**src/rtl/rx_frame_assembler_if.sv**
```systemverilog
// Bus bundle for rx_frame_assembler: incoming control/data packet slots and the
// payload head (valid/ready) towards the consumer.
//   master: packet source + payload consumer
//   slave : the assembler itself
interface rx_frame_assembler_if #(
  parameter int DATA_W = 32,
  parameter int NODE_W = 16
);
  logic [DATA_W-1:0]        control_rx_packet;  // {src, len}; zero = idle slot
  logic [DATA_W-1:0]        data_rx_packet;     // {src, payload}; zero = idle slot
  logic                     out_valid;          // head entry valid
  logic                     out_ready;          // consumer pops when valid && ready
  logic [DATA_W-NODE_W-1:0] out_data;           // head payload
  logic [NODE_W-1:0]        out_src;            // head source id
  logic                     out_last;           // head is last word of its frame

  modport master (
    output control_rx_packet, data_rx_packet, out_ready,
    input  out_valid, out_data, out_src, out_last
  );

  modport slave (
    input  control_rx_packet, data_rx_packet, out_ready,
    output out_valid, out_data, out_src, out_last
  );
endinterface

```
**src/rtl/rx_frame_assembler.sv**
```systemverilog
// fifo: generic synchronous FIFO, head presented from the storage array.
// Latency: a write is visible at the head the cycle after it is written.
// Backpressure: writes are refused when full unless a read happens in the same cycle.
//   ports: clk, rst (sync, active high), wr_en/wr_data, rd_en/rd_data, empty, full
module fifo #(
  parameter int W     = 8,
  parameter int DEPTH = 16
) (
  input  logic         clk,
  input  logic         rst,
  input  logic         wr_en,
  input  logic [W-1:0] wr_data,
  input  logic         rd_en,
  output logic [W-1:0] rd_data,
  output logic         empty,
  output logic         full
);
  localparam int AW = $clog2(DEPTH);

  logic [W-1:0] mem [DEPTH];
  logic [AW:0]  wr_ptr;
  logic [AW:0]  rd_ptr;
  logic         do_wr;
  logic         do_rd;

  // Extra MSB on each pointer distinguishes full from empty when indices match.
  assign empty = (wr_ptr == rd_ptr);
  assign full  = (wr_ptr[AW] != rd_ptr[AW]) && (wr_ptr[AW-1:0] == rd_ptr[AW-1:0]);
  assign do_rd = rd_en && !empty;
  assign do_wr = wr_en && (!full || do_rd);

  always_ff @(posedge clk) begin
    if (rst) begin
      wr_ptr <= '0;
      rd_ptr <= '0;
    end else begin
      if (do_wr) wr_ptr <= wr_ptr + 1'b1;
      if (do_rd) rd_ptr <= rd_ptr + 1'b1;
    end
  end

  always_ff @(posedge clk) begin
    if (do_wr) mem[wr_ptr[AW-1:0]] <= wr_data;
  end

  // Head reads as zero when empty so nothing undefined leaks out after reset.
  assign rd_data = empty ? '0 : mem[rd_ptr[AW-1:0]];
endmodule

// rx_frame_assembler: validates a {src,len} header, then collects len words tagged
//   with that src, strips tags, marks the last word and queues payload for the consumer.
// Latency: first data word accepted the cycle after the header; pushed words reach the
//   head one cycle later; all status pulses fire the cycle after their cause.
// Backpressure: out_valid/out_ready pop; a matching word arriving while the FIFO is
//   full with no pop is dropped (err_overflow) and must be resent.
//   ports: clk, rst, node_id, max_node, bus (slave modport), frame_done, frame_abort,
//          err_len, err_src, err_overflow, frame_count
module rx_frame_assembler #(
  parameter int DATA_W     = 32,
  parameter int NODE_W     = 16,
  parameter int FIFO_DEPTH = 16,
  parameter int TIMEOUT    = 64
) (
  input  logic                 clk,
  input  logic                 rst,
  input  logic [15:0]          node_id,
  input  logic [15:0]          max_node,
  rx_frame_assembler_if.slave  bus,
  output logic                 frame_done,
  output logic                 frame_abort,
  output logic                 err_len,
  output logic                 err_src,
  output logic                 err_overflow,
  output logic [15:0]          frame_count
);
  localparam int PW = DATA_W - NODE_W;
  localparam int IW = $clog2(TIMEOUT + 1);

  typedef enum logic {IDLE, RECV} state_t;

  typedef struct packed {
    logic              last;
    logic [NODE_W-1:0] src;
    logic [PW-1:0]     payload;
  } entry_t;

  state_t            state, state_nxt;
  logic [NODE_W-1:0] src_q, src_nxt;
  logic [NODE_W-1:0] rem, rem_nxt;
  logic [IW-1:0]     idle_cnt, idle_nxt;
  logic              done_nxt, abort_nxt, len_nxt, src_err_nxt, ovf_nxt;
  logic              push;

  logic [NODE_W-1:0] hdr_src, hdr_len, tag;
  logic [PW-1:0]     payload;
  logic              hdr_ok, pop, room;
  logic              fifo_empty, fifo_full;
  entry_t            wr_entry, head;

  assign hdr_src = bus.control_rx_packet[DATA_W-1 -: NODE_W];
  assign hdr_len = bus.control_rx_packet[NODE_W-1:0];
  assign tag     = bus.data_rx_packet[DATA_W-1 -: NODE_W];
  assign payload = bus.data_rx_packet[PW-1:0];

  assign hdr_ok = (hdr_src != '0) && (hdr_src <= NODE_W'(max_node)) &&
                  (hdr_src != NODE_W'(node_id)) &&
                  (hdr_len != '0) && (hdr_len <= NODE_W'(FIFO_DEPTH));

  // A pop in the same cycle frees the slot the push needs.
  assign pop  = bus.out_valid && bus.out_ready;
  assign room = !fifo_full || pop;

  always_comb begin
    state_nxt   = state;
    src_nxt     = src_q;
    rem_nxt     = rem;
    idle_nxt    = idle_cnt;
    push        = 1'b0;
    done_nxt    = 1'b0;
    abort_nxt   = 1'b0;
    len_nxt     = 1'b0;
    src_err_nxt = 1'b0;
    ovf_nxt     = 1'b0;
    case (state)
      IDLE: begin
        if (bus.control_rx_packet != '0) begin
          if (hdr_ok) begin
            state_nxt = RECV;
            src_nxt   = hdr_src;
            rem_nxt   = hdr_len;
            idle_nxt  = '0;
          end else begin
            len_nxt = 1'b1;
          end
        end
      end
      RECV: begin
        if (bus.data_rx_packet == '0) begin
          // This idle slot is the TIMEOUT-th in a row: give up on the frame.
          if (idle_cnt == IW'(TIMEOUT - 1)) begin
            abort_nxt = 1'b1;
            state_nxt = IDLE;
          end else begin
            idle_nxt = idle_cnt + IW'(1);
          end
        end else begin
          idle_nxt = '0;
          if (tag != src_q) begin
            src_err_nxt = 1'b1;
          end else if (!room) begin
            ovf_nxt = 1'b1;
          end else begin
            push    = 1'b1;
            rem_nxt = rem - NODE_W'(1);
            if (rem == NODE_W'(1)) begin
              done_nxt  = 1'b1;
              state_nxt = IDLE;
            end
          end
        end
      end
      default: state_nxt = IDLE;
    endcase
  end

  always_ff @(posedge clk) begin
    if (rst) begin
      state        <= IDLE;
      src_q        <= '0;
      rem          <= '0;
      idle_cnt     <= '0;
      frame_done   <= 1'b0;
      frame_abort  <= 1'b0;
      err_len      <= 1'b0;
      err_src      <= 1'b0;
      err_overflow <= 1'b0;
      frame_count  <= '0;
    end else begin
      state        <= state_nxt;
      src_q        <= src_nxt;
      rem          <= rem_nxt;
      idle_cnt     <= idle_nxt;
      frame_done   <= done_nxt;
      frame_abort  <= abort_nxt;
      err_len      <= len_nxt;
      err_src      <= src_err_nxt;
      err_overflow <= ovf_nxt;
      if (done_nxt) frame_count <= frame_count + 16'd1;
    end
  end

  assign wr_entry = '{last: (rem == NODE_W'(1)), src: src_q, payload: payload};

  fifo #(
    .W     ($bits(entry_t)),
    .DEPTH (FIFO_DEPTH)
  ) u_fifo (
    .clk     (clk),
    .rst     (rst),
    .wr_en   (push),
    .wr_data (wr_entry),
    .rd_en   (bus.out_ready),
    .rd_data (head),
    .empty   (fifo_empty),
    .full    (fifo_full)
  );

  assign bus.out_valid = !fifo_empty;
  assign bus.out_data  = head.payload;
  assign bus.out_src   = head.src;
  assign bus.out_last  = head.last;
endmodule

```
**src/flat_wrapper.sv**
```systemverilog
// flat-port wrapper written by rule: the top's interface ports become plain ports
module rx_frame_assembler_flat 
#(
  parameter int DATA_W     = 32,
  parameter int NODE_W     = 16,
  parameter int FIFO_DEPTH = 16,
  parameter int TIMEOUT    = 64
)
  (clk, rst, node_id, max_node, frame_done, frame_abort, err_len, err_src, err_overflow, frame_count, bus_control_rx_packet, bus_data_rx_packet, bus_out_ready, bus_out_valid, bus_out_data, bus_out_src, bus_out_last);
  rx_frame_assembler_if #(.DATA_W(DATA_W), .NODE_W(NODE_W)) bus_i ();
  input  logic clk;
  input  logic rst;
  input  logic [15:0] node_id;
  input  logic [15:0] max_node;
  output logic frame_done;
  output logic frame_abort;
  output logic err_len;
  output logic err_src;
  output logic err_overflow;
  output logic [15:0] frame_count;
  input wire logic [$bits(bus_i.control_rx_packet)-1:0] bus_control_rx_packet;
  input wire logic [$bits(bus_i.data_rx_packet)-1:0] bus_data_rx_packet;
  input wire logic [$bits(bus_i.out_ready)-1:0] bus_out_ready;
  output wire logic [$bits(bus_i.out_valid)-1:0] bus_out_valid;
  output wire logic [$bits(bus_i.out_data)-1:0] bus_out_data;
  output wire logic [$bits(bus_i.out_src)-1:0] bus_out_src;
  output wire logic [$bits(bus_i.out_last)-1:0] bus_out_last;
  assign bus_i.control_rx_packet = bus_control_rx_packet;
  assign bus_i.data_rx_packet = bus_data_rx_packet;
  assign bus_i.out_ready = bus_out_ready;
  assign bus_out_valid = bus_i.out_valid;
  assign bus_out_data = bus_i.out_data;
  assign bus_out_src = bus_i.out_src;
  assign bus_out_last = bus_i.out_last;
  rx_frame_assembler #(.DATA_W(DATA_W), .NODE_W(NODE_W), .FIFO_DEPTH(FIFO_DEPTH), .TIMEOUT(TIMEOUT)) u_core (.clk(clk), .rst(rst), .node_id(node_id), .max_node(max_node), .bus(bus_i), .frame_done(frame_done), .frame_abort(frame_abort), .err_len(err_len), .err_src(err_src), .err_overflow(err_overflow), .frame_count(frame_count));
endmodule
```
**config.mk**
```make
export PLATFORM = sky130hd
export DESIGN_NAME = rx_frame_assembler_flat
export DESIGN_NICKNAME = d
export VERILOG_FILES = /design/src/rtl/rx_frame_assembler_if.sv /design/src/rtl/rx_frame_assembler.sv /design/src/flat_wrapper.sv
export SDC_FILE = /design/constraint.sdc
export NUM_CORES = 1
export LEC_CHECK = 0
export CORE_ASPECT_RATIO = 1.4
export CORE_MARGIN = 1.5
export CORE_UTILIZATION = 35
export DETAILED_ROUTE_END_ITERATION = 8
export PLACE_DENSITY = 0.54
export SLEW_MARGIN = 20
export SYNTH_ARGS = -nofsm -noshare
export SYNTH_HDL_FRONTEND = slang
export SYNTH_SLANG_ARGS = --single-unit
```
**constraint.sdc**
```tcl
create_clock -name clk -period 14.35 [get_ports clk]
set_input_delay 3.5875 -clock clk [delete_from_list [all_inputs] [get_ports clk]]
set_output_delay 3.5875 -clock clk [all_outputs]
set_load 0.1 [all_outputs]
```
; ---- Yosys cells after proc, flatten, opt, wreduce, memory -nomap -nowiden
; Memory sizes are Yosys's and may differ from the RTL's. A register that Yosys moved wholly into a read port is not among the register bits.
; Index checks and enable logic that the tools add are counted.
[op_classes]
addsub = 5
order_cmp = 2
n_eq_ne = 13
n_mux = 37
bitwise = 3
reduce_logical = 21
[ops]
columns = op, count
row1 = 16-bit 2-to-1 mux, 5
row2 = 33-bit 2-to-1 mux, 1
row3 = 32-bit logical NOT, 1
row4 = 16-bit != test, 2
row5 = 16-bit case mux with 2 select lines, 1
row6 = 16-bit nonzero test, 2
row7 = 32-bit nonzero test, 1
row8 = 7-bit 2-to-1 mux, 4
row9 = 1-bit 2-to-1 mux, 22
row10 = "16-bit by 1-bit adder with 16-bit output, second input constant", 1
row11 = "16-bit by 1-bit equality test with 1-bit output, second input constant", 1
row12 = 16-bit <= comparator, 1
row13 = "16-bit by 5-bit <= comparator with 1-bit output, second input constant", 1
row14 = "16-bit by 1-bit subtractor with 16-bit output, second input constant", 1
row15 = 7-bit case mux with 2 select lines, 1
row16 = "5-bit by 1-bit adder with 5-bit output, second input constant", 2
row17 = 3-bit OR reduction, 3
row18 = 4-bit 2-to-1 mux, 2
row19 = "7-bit by 1-bit adder with 7-bit output, second input constant", 1
row20 = "7-bit by 6-bit equality test with 1-bit output, second input constant", 1
row21 = 1-bit logical AND, 7
row22 = "2-bit != test, second input constant", 3
row23 = 3-bit AND reduction, 2
row24 = 5-bit equality test, 1
row25 = 10 further kinds, 14
[totals]
register_bits = 71
mem_bits_rw = 528
input_bits = 99
out_inout_bits = 55
word_cells = 94
mem_count = 1
[mem_list]
columns = name, depth, width, rd, rd_ports_with_merged_regs, write_ports, line_no
row1 = u_core.u_fifo.mem, 16, 33, 1, 1, 1, rx_frame_assembler.sv:20  ; logic [W-1:0] mem [DEPTH];

; ---- Logic depth before layout (Yosys ltp)
[depth]
ltp_word = 11
depth_mapped = 11
depth_no_buf = 9

; ---- Modules after synthesis
; From an unflattened synthesis, not the netlist that was laid out.
[hier_totals]
hier_cells = 1368
area_unflattened_um2 = 24340.8
[by_module_without_submodules]
columns = module, instances, cells_per_inst, area_each_um2
row1 = fifo, 1, 901, 20473.4
row2 = rx_frame_assembler, 1, 467, 3867.5

; ---- Worst setup path before layout
; No wires, ideal clock.
[synth_path]
path_type = input to register
start = in bus_data_rx_packet[31]
end = mem u_core.u_fifo.mem[2][0] in the netlist's numbering, enable pin
setup_ns = 0.464
t_arrival_ns = 7.133
t_required_ns = 13.886
path_slack_ns = 6.753
cell_stages = 7
n_path_buf = 1
cell_sequence = xnor2_1 > nand4_1 > nor4_4 > and3_1 > buf_2 > nand2_1 > nor3_1
[synth_between]
elab_chain_cells = 7
elab_cells_between_ends = 8
cone_classes = 1 x eq/ne / 5 x mux / 2 x reduce/logical
[synth_rtl]
columns = element, line_no
row1 = start: declaration, flat_wrapper.sv:22  ; input wire logic [$bits(bus_i.data_rx_packet)-1:0] bus_data_rx_packet;
row2 = 16-bit != test, rx_frame_assembler.sv:148  ; if (tag != src_q) begin
row3 = 1-bit 2-to-1 mux, rx_frame_assembler.sv:148
row4 = 1-bit 2-to-1 mux *, rx_frame_assembler.sv:138  ; if (bus.data_rx_packet == '0) begin
row5 = 1-bit 2-to-1 mux *, rx_frame_assembler.sv:124  ; case (state)
row6 = 1-bit logical AND *, rx_frame_assembler.sv:30  ; assign do_wr = wr_en && (!full || do_rd);
row7 = 1-bit 2-to-1 mux *, rx_frame_assembler.sv:43  ; if (do_wr) mem[wr_ptr[AW-1:0]] <= wr_data;
row8 = 1-bit 2-to-1 mux (not written as such) *, rx_frame_assembler.sv:43
row9 = end: declaration, rx_frame_assembler.sv:20
; Every way passes the cells marked *; elsewhere a longest branch is shown, timed or not.

==> impl_metrics.tcl <==
set metrics [dict create \
    combinationalPowerShare_pct 2.1 \
    finalCoreUtilization_pct 42.05 \
    antenna_found_initial 0 \
    hold_start "u_core.rem[15]" \
    dieWidth_um 226.6 \
    power.internal_mw 2.772 \
    drc 0 \
    cts_buffer_depth 3 \
    root_buffer "clkbuf_16" \
    cp-start-kind "flop" \
    slew-limit-headroom_pct 29.59 \
    grt_use_total_pct 16.82 \
    fin_area_um2 29090 \
    ys_warn_count 0 \
    cts_max_level 2 \
    drv_cap 0 \
    path_max_fanout 106 \
    dpl.cell_count 2356 \
    p_per_area_nw_per_um2 119.1 \
    clock_power_share_pct 43.4 \
    place_ws_ps 6649 \
    period_share_pct 56.44 \
    r2r-start "u_core.src_q[3]" \
    async_flop_share_pct 0 \
    synth_ff_type "edfxtp_1" \
    setup_viol 0 \
    critPathTopFamily "buffers and inverters" \
    yosysSeqAreaShare_pct 70.84 \
    num_antenna_cells 0 \
    fp.dieH_um 316.1 \
    initial_utilization_pct 35.42 \
    cp.required_ps 10760 \
    cts_setup_buffers 0 \
    cp_cell_sequence "buf_12 > mux4_2 > mux4_2 > nor2b_1 > clkdlybuf4s50_1" \
    critPathBufInv 2 \
    hold_class "reg2reg" \
    synth.cell_area_um2 24500 \
    postSynthCellCount 1311 \
    seq_area_um2 17370 \
    dr_total_vias 12810 \
    grt_max_degree 107 \
    postPlaceCellArea_um2 27240 \
    core_area_um2 69180 \
    rrSetupSlack_ps 10290 \
    gp_congestion 0.7669 \
    multi_input_comb_area_um2 6873 \
    syn_area_per_cell_um2 18.69 \
    antenna_violating_nets_post_route 0 \
    yosysTopAreaCell "edfxtp_1" \
    hold_path_depth 2 \
    cp_num_cells 5 \
    cts_tree "built" \
    seq_power_share_pct 54.6 \
    swShare_pct 19.98 \
    r2r_end "u_core.u_fifo.mem[9][21]" \
    grt-ovfl-total 0 \
    ir_worst_vdd_mv 0.1148 \
    whs_ps 492.9 \
    worst_setup_path_end_kind "output pin" \
    tns_ps 0 \
    viasPerCell 5.197 \
    cp_slowest_stage_delay_ps 1020 \
    rsz0062_at_grt "false" \
    area_delta_synth_final_pct 18.71 \
    outcome "finished, final reports clean" \
    ys_types 60 \
    ys_top_cells_by_area "edfxtp_1 65%, mux4_2 15%, dfxtp_1 6.1%" \
    fin_skew_ps 19.38 \
    fin_crit_ps 8099 \
    numPortBuffers 153 \
    hpwlAfterDp_um 32870 \
    clk_pin_slew_ps 60 \
    fillers 6163 \
    path_common_cell "mux4_2" \
    rows 114 \
    drive_gt1_share_pct 19.99 \
    clock_latency_ps 620 \
    synth.ff_latch_count 603 \
    dieArea_um2 71630 \
    final_nets 1612 \
    wl_per_cell_um 24.03 \
    numCtsBuffers 58 \
    critPathCapture "bus_out_src[2]" \
    pin_count 154 \
    layout_setup_ws_ps 6251 \
    hold_viol 0 \
    leakage_nw 9.562 \
    drt-pass1-iter-count 6 \
    power_mw 3.464 \
    synth_top_area_share_pct 64.71 \
    worst_ep_arrival_time_ps 4510 \
    layoutNonFillerInstCount 2464 \
    wirelength_um 59200 \
    grt_pass1_vias 13670 \
    drt_iter0_markers 881 \
    cts.sinks 603 \
    worstSetupPathType "reg2out" \
    grt_pass1_wl_um 88200 \
    synth_nets 1435 \
    ctsHoldBuffers 0 \
    max_freq_mhz 123.5 \
    post_cts_resized 0 \
    worstMarginPinSlew_ps 1053 \
    maxSlewViolCount 0 \
    cp_slowest_cell "clkdlybuf4s50_1" \
    power.net_switching_uw 692.1 \
    synth_edf_count 528 \
    reg2reg_depth 7 \
]
layer usage:
metal	vias to the layer above	GRT usage, %	part of all wire, %
met4	0	4.742	2.3
li1	5660	-	-
met5	-	0	0
met2	326	29.86	52
met1	6744	21.05	41
met3	76	2.947	4.6
cells in the final DEF (no fill, tap or decap), types with 9 or more instances in the layout:
cell / Yosys / routed
a21oi_1: 23 / 23
buf_4: 2 / 24
clkbuf_1: 42 / 15
clkbuf_16: 0 / 59
clkdlybuf4s50_1: 0 / 152
clkinv_1: 1 / 13
clkinv_2: 0 / 11
dfxtp_1: 75 / 71
edfxtp_1: 528 / 528
ha_1: 25 / 25
inv_1: 30 / 29
mux2i_1: 19 / 19
mux4_2: 165 / 165
nand2_1: 32 / 32
nand3_1: 19 / 19
nand4_1: 24 / 24
nor2_1: 74 / 62
nor2_4: 1 / 13
nor2b_1: 36 / 36
nor3_1: 25 / 21
nor4_1: 19 / 19
o32ai_1: 9 / 9
xnor2_1: 54 / 54
xor2_1: 10 / 10
how the worst min path moves through the flow:
stage / endpoint / slack (ps)
finish: u_core.rem[15] / 490
global route: u_core.frame_abort / 520
CTS: u_core.frame_abort / 500
detailed placement: u_core.frame_abort / 470
global placement: u_core.rem[15] / 470
floorplan: u_core.frame_abort / 410
state kept, by name (all words and copies together), names as in the netlist, named ones only:
signal / count
u_core.u_fifo.wr_ptr: 5
u_core.src_q: 16
u_core.u_fifo.rd_ptr: 5
u_core.err_src: 1
u_core.frame_abort: 1
u_core.err_overflow: 1
u_core.rem: 16
u_core.err_len: 1
u_core.idle_cnt: 7
u_core.frame_done: 1
u_core.state: 1
u_core.frame_count: 16
u_core.u_fifo.mem: 528
final cells by class:
| type | count | share of cell area (%) |
|---|---|---|
| flip-flops and latches | 603 | 59.71 |
| multi-input cells | 616 | 23.63 |
| repair buffers | 178 | 5.936 |
| clock buffers | 74 | 5.270 |
| well taps | 928 | 3.992 |
| clock inverters | 34 | 1.067 |
| inverters | 31 | 0.4001 |
synth_stat cells (all sizes together), types with 9 or more instances:
| cell type | n |
|---|---|
| dfxtp | 75 |
| nand2 | 32 |
| nor3 | 27 |
| mux4 | 165 |
| inv | 30 |
| edfxtp | 528 |
| a21oi | 23 |
| nor2 | 75 |
| xor2 | 10 |
| mux2i | 19 |
| nand3 | 19 |
| nor4 | 23 |
| clkbuf | 42 |
| nor2b | 36 |
| nand4 | 25 |
| o32ai | 9 |
| xnor2 | 54 |
| ha | 25 |
| buf | 19 |
power by group through the flow:
stage / registers [mW] / logic, mW / clock network [mW]
final: 1.89 / 0.0710 / 1.50
after global routing: 1.89 / 0.0777 / 1.60
after CTS: 1.89 / 0.0720 / 1.54
after detailed placement: 1.93 / 0.0718 / 0
after global placement: 1.93 / 0.0701 / 0
after floorplan: 1.93 / 0.0214 / 0
worst min-delay path: stages, from the launching register on:
cell and delay [ps]:
dfxtp_1 330, nand2_1 60, a21oi_1 60
cells by family (layout without fill, tap and decap cells):
| family | count (synthesis) | count (layout) | synth area share, % |
|---|---|---|---|
| mux | 184 | 184 | 15.94 |
| buf+inv | 92 | 317 | 1.563 |
| simple gates | 268 | 268 | 5.959 |
| flops | 603 | 603 | 70.84 |
| compound gates | 75 | 75 | 2.135 |
| fa+ha+maj | 25 | 25 | 1.277 |
| xor+xnor | 64 | 64 | 2.288 |
No activity file was read; power rests on OpenSTA's default activity.
